## config.mk

```make
export PLATFORM = sky130hd
export DESIGN_NAME = ccip_mmio_csr
export DESIGN_NICKNAME = d
export VERILOG_FILES = /design/src/rtl/ccip_mmio_csr.sv
export SDC_FILE = /design/constraint.sdc
export NUM_CORES = 1
export LEC_CHECK = 0
export BUFFER_PORTS_ARGS = -buffer_cell sky130_fd_sc_hd__buf_4
export CAP_MARGIN = 30
export CORE_MARGIN = 2
export CORE_UTILIZATION = 56
export DETAILED_ROUTE_END_ITERATION = 6
export PLACE_DENSITY = 0.8
export RECOVER_POWER = 25
export REMOVE_ABC_BUFFERS = 1
export SLEW_MARGIN = 20
export SYNTH_ARGS = -nofsm -noshare
export SYNTH_HDL_FRONTEND = slang
export SYNTH_SLANG_ARGS = --single-unit
```

## constraint.sdc

```tcl
create_clock -name pClk -period 2.3 [get_ports pClk]
set_input_delay 0.46 -clock pClk [delete_from_list [all_inputs] [get_ports pClk]]
set_output_delay 0.46 -clock pClk [all_outputs]
set_load 0.02 [all_outputs]
```

## src/rtl/ccip_mmio_csr.sv

```systemverilog
// CCI-P MMIO CSR endpoint: decodes c0 MMIO requests, holds DFH/ID/scratch/counter/status, returns c2 read responses.
// Optional MMIO_RSP_REG_EN adds an output register stage on tx_mmio_rsp_* (read latency 3 instead of 2).
module ccip_mmio_csr #(
    parameter logic [63:0] DFH_VALUE = 64'h1000_0000_0000_1000,
    parameter logic [63:0] AFU_ID_L  = 64'h0,
    parameter logic [63:0] AFU_ID_H  = 64'h0
) (
    input  logic        pClk,
    input  logic        pck_cp2af_softReset,
    input  logic        rx_mmio_rd_valid,
    input  logic        rx_mmio_wr_valid,
    input  logic [15:0] rx_mmio_addr,
    input  logic [1:0]  rx_mmio_len,
    input  logic [8:0]  rx_mmio_tid,
    input  logic [63:0] rx_data,
    input  logic [31:0] afu_status_in,
    output logic        tx_mmio_rsp_valid,
    output logic [8:0]  tx_mmio_rsp_tid,
    output logic [63:0] tx_mmio_rsp_data,
    output logic        start_pulse
);
    localparam logic [2:0] REG_DFH     = 3'd0;
    localparam logic [2:0] REG_ID_L    = 3'd1;
    localparam logic [2:0] REG_ID_H    = 3'd2;
    localparam logic [2:0] REG_SCRATCH = 3'd3;
    localparam logic [2:0] REG_CYCLE   = 3'd4;
    localparam logic [2:0] REG_CTRL    = 3'd5;
    localparam logic [2:0] REG_STATUS  = 3'd6;

    logic        srst;
    logic        len8, len_err, align_err, any_err, wr_ok, rd_ok, mapped, ctrl_hit, scratch_hit;
    logic [2:0]  reg_idx;
    logic [63:0] scratch_val;
    logic [63:0] cycle_cnt_reg;
    logic [15:0] err_cnt_reg;
    logic        start_pulse_reg;

    assign srst      = pck_cp2af_softReset;
    assign len8      = (rx_mmio_len == 2'd1);
    assign len_err   = rx_mmio_len[1];
    assign align_err = len8 && rx_mmio_addr[0];
    assign any_err   = ((rx_mmio_rd_valid || rx_mmio_wr_valid) && (len_err || align_err))
                     || (rx_mmio_rd_valid && rx_mmio_wr_valid);
    assign wr_ok     = rx_mmio_wr_valid && !len_err && !align_err;
    // A simultaneous write wins; the read half of the pair is dropped.
    assign rd_ok     = rx_mmio_rd_valid && !rx_mmio_wr_valid;
    assign mapped    = (rx_mmio_addr[15:4] == 12'd0);
    assign reg_idx   = rx_mmio_addr[3:1];
    assign ctrl_hit  = wr_ok && mapped && (reg_idx == REG_CTRL) && !rx_mmio_addr[0];
    assign scratch_hit = wr_ok && mapped && (reg_idx == REG_SCRATCH);

    // Each SCRATCH DW half is written by an 8 B write or a 4 B write addressing it.
    for (genvar gi = 0; gi < 2; gi++) begin : g_scratch
        logic [31:0] half_reg;
        always_ff @(posedge pClk) begin
            if (srst) begin
                half_reg <= 32'h0;
            end else if (scratch_hit && (len8 || (rx_mmio_addr[0] == gi[0]))) begin
                half_reg <= len8 ? rx_data[gi*32 +: 32] : rx_data[31:0];
            end
        end
    end
    assign scratch_val = {g_scratch[1].half_reg, g_scratch[0].half_reg};

    always_ff @(posedge pClk) begin
        if (srst) begin
            cycle_cnt_reg   <= 64'h0;
            err_cnt_reg     <= 16'h0;
            start_pulse_reg <= 1'b0;
        end else begin
            cycle_cnt_reg   <= cycle_cnt_reg + 64'd1;
            start_pulse_reg <= ctrl_hit && rx_data[0];
            if (ctrl_hit && rx_data[1]) begin
                err_cnt_reg <= 16'h0;
            end else if (any_err && (err_cnt_reg != 16'hFFFF)) begin
                err_cnt_reg <= err_cnt_reg + 16'd1;
            end
        end
    end
    assign start_pulse = start_pulse_reg;

    // Stage 1: capture decode, TID and the counter snapshot.
    logic        s1_valid_reg, s1_half_reg, s1_len8_reg, s1_zero_reg;
    logic [8:0]  s1_tid_reg;
    logic [2:0]  s1_idx_reg;
    logic [63:0] s1_cycle_reg;

    always_ff @(posedge pClk) begin
        if (srst) begin
            s1_valid_reg <= 1'b0;
            s1_tid_reg   <= 9'h0;
            s1_idx_reg   <= 3'd0;
            s1_half_reg  <= 1'b0;
            s1_len8_reg  <= 1'b0;
            s1_zero_reg  <= 1'b0;
            s1_cycle_reg <= 64'h0;
        end else begin
            s1_valid_reg <= rd_ok;
            s1_tid_reg   <= rx_mmio_tid;
            s1_idx_reg   <= reg_idx;
            s1_half_reg  <= rx_mmio_addr[0];
            s1_len8_reg  <= len8;
            s1_zero_reg  <= len_err || align_err || !mapped;
            s1_cycle_reg <= cycle_cnt_reg;
        end
    end

    // Stage 2: register-select mux and DW replication.
    logic [63:0] raw_next, rd_data_next;
    logic [31:0] dw_next;

    always_comb begin
        raw_next = 64'h0;
        case (s1_idx_reg)
            REG_DFH:     raw_next = DFH_VALUE;
            REG_ID_L:    raw_next = AFU_ID_L;
            REG_ID_H:    raw_next = AFU_ID_H;
            REG_SCRATCH: raw_next = scratch_val;
            REG_CYCLE:   raw_next = s1_cycle_reg;
            REG_STATUS:  raw_next = {16'h0, err_cnt_reg, afu_status_in};
            default:     raw_next = 64'h0;
        endcase
        dw_next      = s1_half_reg ? raw_next[63:32] : raw_next[31:0];
        rd_data_next = s1_zero_reg ? 64'h0 : (s1_len8_reg ? raw_next : {dw_next, dw_next});
    end

    logic        s2_valid_reg;
    logic [8:0]  s2_tid_reg;
    logic [63:0] s2_data_reg;

    always_ff @(posedge pClk) begin
        if (srst) begin
            s2_valid_reg <= 1'b0;
            s2_tid_reg   <= 9'h0;
            s2_data_reg  <= 64'h0;
        end else begin
            s2_valid_reg <= s1_valid_reg;
            s2_tid_reg   <= s1_tid_reg;
            s2_data_reg  <= rd_data_next;
        end
    end

`ifdef MMIO_RSP_REG_EN
    logic        s3_valid_reg;
    logic [8:0]  s3_tid_reg;
    logic [63:0] s3_data_reg;

    always_ff @(posedge pClk) begin
        if (srst) begin
            s3_valid_reg <= 1'b0;
            s3_tid_reg   <= 9'h0;
            s3_data_reg  <= 64'h0;
        end else begin
            s3_valid_reg <= s2_valid_reg;
            s3_tid_reg   <= s2_tid_reg;
            s3_data_reg  <= s2_data_reg;
        end
    end
    assign tx_mmio_rsp_valid = s3_valid_reg;
    assign tx_mmio_rsp_tid   = s3_tid_reg;
    assign tx_mmio_rsp_data  = s3_data_reg;
`else
    assign tx_mmio_rsp_valid = s2_valid_reg;
    assign tx_mmio_rsp_tid   = s2_tid_reg;
    assign tx_mmio_rsp_data  = s2_data_reg;
`endif

endmodule

```

# Word level (Yosys, flattened, before mapping)
# Cells that the tools add are included.
totals:
  out_inout_bits: 75
  romBits: 0
  input_bits: 127
  memories: 0
  reg_bits: 299
  latch_bits: 0
  ram_bits: 0
  wordCells: 59
classes:
  n_reduce_logical: 30
  eq_ne: 7
  add_sub_neg: 2
  n_div: 0
  n_bitwise: 1
  order_cmp: 0
  mux: 4
  shift: 0
  mul: 0
op_table:
  columns: ["cell", "n"]
  rows:
  - ["64-bit one-hot mux with 4 select lines", 1]
  - ["64-bit by 1-bit adder with 64-bit output, second input constant", 1]
  - ["32-bit two-way mux", 2]
  - ["64-bit two-way mux", 1]
  - ["16-bit by 1-bit adder with 16-bit output, second input constant", 1]
  - ["16-bit != test, second input constant", 1]
  - ["1-bit logical AND", 15]
  - ["12-bit logical NOT", 1]
  - ["3-bit equality test, second input constant", 3]
  - ["3-bit by 2-bit equality test with 1-bit output, second input constant", 2]
  - ["1-bit logical OR", 6]
  - ["1-bit logical NOT", 5]
  - ["2-bit OR reduction", 2]
  - ["3-bit logical NOT", 1]
  - ["2-bit by 1-bit equality test with 1-bit output, second input constant", 1]
  - ["1-bit inverter", 1]

# Longest topological paths before layout
logic_depth:
  ltp_word: 9
  ltp_mapped: 8
  depth_no_buf: 6

# Least setup slack after synthesis
# No wires, ideal clock.
synth_timing:
  kind: "input to register"
  from: "input port rx_mmio_addr[4]"
  to: "register g_scratch[1].half_reg[10]"
  arrival_time_ps: 1961
  setup_slack_ps: 248
  setup_ps: 91
  required_ps: 2209
  stages: 6
  path_cell_list: "nor4_1 > nand4_1 > nor4_4 > buf_2 > nor2_1 > a311oi_1"
synth_via:
  elab_chain_cells: 4
synth_rtl:
  columns: ["element", "line_no", "text"]
  rows:
  - ["start, declared", "12", "input logic [15:0] rx_mmio_addr,"]
  - ["12-bit logical NOT", "47", "assign mapped = (rx_mmio_addr[15:4] == 12'd0);"]
  - ["1-bit logical AND (2 in series)", "50", "assign scratch_hit = wr_ok && mapped && (reg_idx == REG_SCRATCH);"]
  - ["1-bit logical AND", "58", "end else if (scratch_hit && (len8 || (rx_mmio_addr[0] == gi[0]))) begin"]
  - ["end signal, assigned", "59", "half_reg <= len8 ? rx_data[gi*32 +: 32] : rx_data[31:0];"]
  - ["end, declared", "54", "logic [31:0] half_reg;"]
# Every way passes these cells.
# A chain may end at the register's enable or synchronous reset.

# Worst setup path after layout
layout_timing:
  from: "register cycle_cnt_reg[48]"
  to: "register cycle_cnt_reg[61]"
layout_via:
  elab_chain_cells: 1
layout_rtl:
  columns: ["element", "line_no", "text"]
  rows:
  - ["start, declared", "34", "logic [63:0] cycle_cnt_reg;"]
  - ["start signal, assigned", "71", "cycle_cnt_reg <= cycle_cnt_reg + 64'd1;"]
  - ["64-bit by 1-bit adder with 64-bit output", "71", null]
# Every way passes these cells.

==> results.sh <==
export IMPL_synth_top_area_share_pct=50.18
export IMPL_synthCells=1352
export IMPL_synth_distinct_cells=50
export IMPL_tightest_slew_ns=1.505
export IMPL_worst_ep_arrival_time_ns=2.65
export IMPL_slew_headroom_pct=-0.3142
export IMPL_rsz0062_at_grt="no"
export IMPL_dieHeight_um=150.0
export IMPL_ys_flop_type="dfxtp_1"
export IMPL_die_w_um=150.0
export IMPL_final_hold_viol_count=0
export IMPL_post_drt_wl_per_cell_um=16.80
export IMPL_ys_seq_area_share_pct=50.18
export IMPL_synth_commonest_cells="dfxtp_1 (299), nor2_1 (196), nand2_1 (168), a21oi_1 (93), nor2b_1 (88)"
export IMPL_ys_ff_latch=299
export IMPL_gr_total_overflow=0
export IMPL_postSynthAreaPerCell_um2=8.823
export IMPL_clockRootBuffer="clkbuf_16"
export IMPL_portBuffers=201
export IMPL_timing_fmax_mhz=459.1
export IMPL_path_class="register to register"
export IMPL_drive_gt1_share_pct=20.03
export IMPL_hp_class="primary input to register"
export IMPL_grt_pass1_wl_um=49140
export IMPL_postPlaceCellArea_um2=13890
export IMPL_clock_sinks=299
export IMPL_routed_wl_um=30900
export IMPL_drv_slew=31
export IMPL_violations="capacitance limit, slew limit"
export IMPL_fin_nets=1670
export IMPL_syn_to_final_growth_pct=24.43
export IMPL_final_min_clock_period_ns=2.178
export IMPL_cts_setup_buffers=0
export IMPL_cts_made_buffers=29
export IMPL_holdWs_ns=0.1268
export IMPL_irDropWorstVdd_mv=0.5133
export IMPL_rr_worst_depth=5
export IMPL_crit_path_end_kind="register"
export IMPL_yosysTopAreaCell="dfxtp_1"
export IMPL_async_flop_share_pct=0
export IMPL_synth_area_leaders="dfxtp_1 (50%), nor2_1 (6.2%), nand2_1 (5.3%)"
export IMPL_drc=0
export IMPL_synth_most_common_cell="dfxtp_1"
export IMPL_htreeDepth=1
export IMPL_pwr_density_cell_nw_per_um2=726.9
export IMPL_postCtsHoldBufs=0
export IMPL_clkSlewWorstSetupHoldPaths_ns=0.06
export IMPL_fin_setup_tns_ns=0
export IMPL_initial_core_util_pct=56.93
export IMPL_finalSetupViolCount=0
export IMPL_p_leak_nw=5.582
export IMPL_dieArea_um2=22490
export IMPL_cts_tree="yes"
export IMPL_synth_yosys_warnings=0
export IMPL_start_kind="register"
export IMPL_vias=10527
export IMPL_grt_max_degree=74
export IMPL_required_ns=2.78
export IMPL_ios=202
export IMPL_period_share_pct=94.70
export IMPL_grt_pass1_vias=9879
export IMPL_drt_pass1_iterations=5
export IMPL_drt_iter0_drc=828
export IMPL_cts_max_path_buffers=3
export IMPL_fp_row_count=53
export IMPL_syn_cell_area_um2=11930
export IMPL_skew_ns=0.008118
export IMPL_synth_edf_count=0
export IMPL_vias_per_cell=5.724
export IMPL_hpwl_um=21470
export IMPL_clkLatencyLatePin_ns=0.55
export IMPL_track_usage_pct=26.92
export IMPL_path_max_fanout=7
export IMPL_coreArea_um2=20960
export IMPL_postRouteAntennaNets=0
export IMPL_gp_congestion=0.8793
export IMPL_outcome="complete, but fails checks"
export IMPL_holdPathStages=2
export IMPL_cap_viol_max_count=1
export IMPL_final_area_um2=14840
export IMPL_antenna_found_initial=0
==> stage by stage <==
| step | cells | power (mW) | utilization [%] | worst slack (ns) |
|---|---|---|---|---|
| floorplan | 1261 | 5.704 | - | -2.642 |
| global placement | 1785 | 6.130 | 66.28 | 0.1334 |
| detailed placement | 1785 | 6.143 | 66.28 | 0.02833 |
| CTS | 1838 | 10.84 | 70.86 | 0.1006 |
| global route | 1838 | 11.13 | 70.82 | 0.003873 |
| finish | 1839 | 10.79 | 70.83 | 0.1218 |
==> final timing paths <==
path | from | endpoint | slack [ns]
setup / recovery | cycle_cnt_reg[48]$_SDFF_PP0_ | cycle_cnt_reg[61]$_SDFF_PP0_ | 0.12
hold / removal | rx_mmio_tid[2] | s1_tid_reg[2]$_SDFF_PP0_ | 0.13
setup reg to reg | cycle_cnt_reg[48]$_SDFF_PP0_ | cycle_cnt_reg[61]$_SDFF_PP0_ | 0.12
hold reg to reg | s1_tid_reg[8]$_SDFF_PP0_ | tx_mmio_rsp_tid[8]$_SDFF_PP0_ | 0.43
==> metal layers <==
layer | up-vias | track usage, % | part of all wire, %
met4 | 0 | 7.406 | 1.5
met5 | - | 0 | 0
met2 | 412 | 44.98 | 47
met1 | 4971 | 36.52 | 44
li1 | 5098 | - | -
met3 | 46 | 3.841 | 7.3
==> cells by family after synthesis <==
family,after synthesis,share of synthesized area [%]
and+or+nand+nor,601,24.60
adders and majority gates,2,0.2097
muxes,47,3.944
buffers and inverters,97,3.126
DFF,299,50.18
AOI/OAI and AO/OA,261,14.64
xor gates and xnor gates,45,3.304
==> cells in the final DEF (no fill, tap or decap), types with 26 or more instances in the layout <==
cell,instances
dfxtp_1,298
buf_4,238
nor2_1,195
nand2_1,168
a21oi_1,93
nor2b_1,85
a211oi_1,64
mux2i_1,47
a311oi_1,32
o21ai_0,29
clkbuf_16,29
nand4_1,28
xor2_1,26
==> critical path, cell delays in order, from the launching register on <==
cell     delay [ns]
dfxtp_1        0.47
nand4_4        0.18
or2_4          0.31
or4_4          0.54
or4_1          0.47
a21oi_1        0.15
==> power breakdown <==
group / internal [mW] / switching (mW) / leakage [nW] / total (mW)
combinational: 0.324 / 0.428 / 2.69 / 0.752
clock: 2.82 / 1.94 / 0.477 / 4.76
sequential: 5.25 / 0.0319 / 2.42 / 5.28
total: 8.39 / 2.40 / 5.58 / 10.8
==> repair_timing <==
action / CTS / global route
hold endpoints to repair: 0 / 0
setup endpoints to repair: 0 / 6
resized for setup: 0 / 4
==> area by class of cell <==
class | instances | area [µm²]
flip-flops and latches | 299 | 5987
clock inverters | 11 | 133.9
diodes | 1 | 2.502
inverters | 6 | 22.52
well taps | 275 | 344.1
repair buffers | 249 | 1903
fillers | 1631 | 6112
multi-input cells | 956 | 5625
clock buffers | 42 | 824.5
Power figures use the tool's default switching activity.
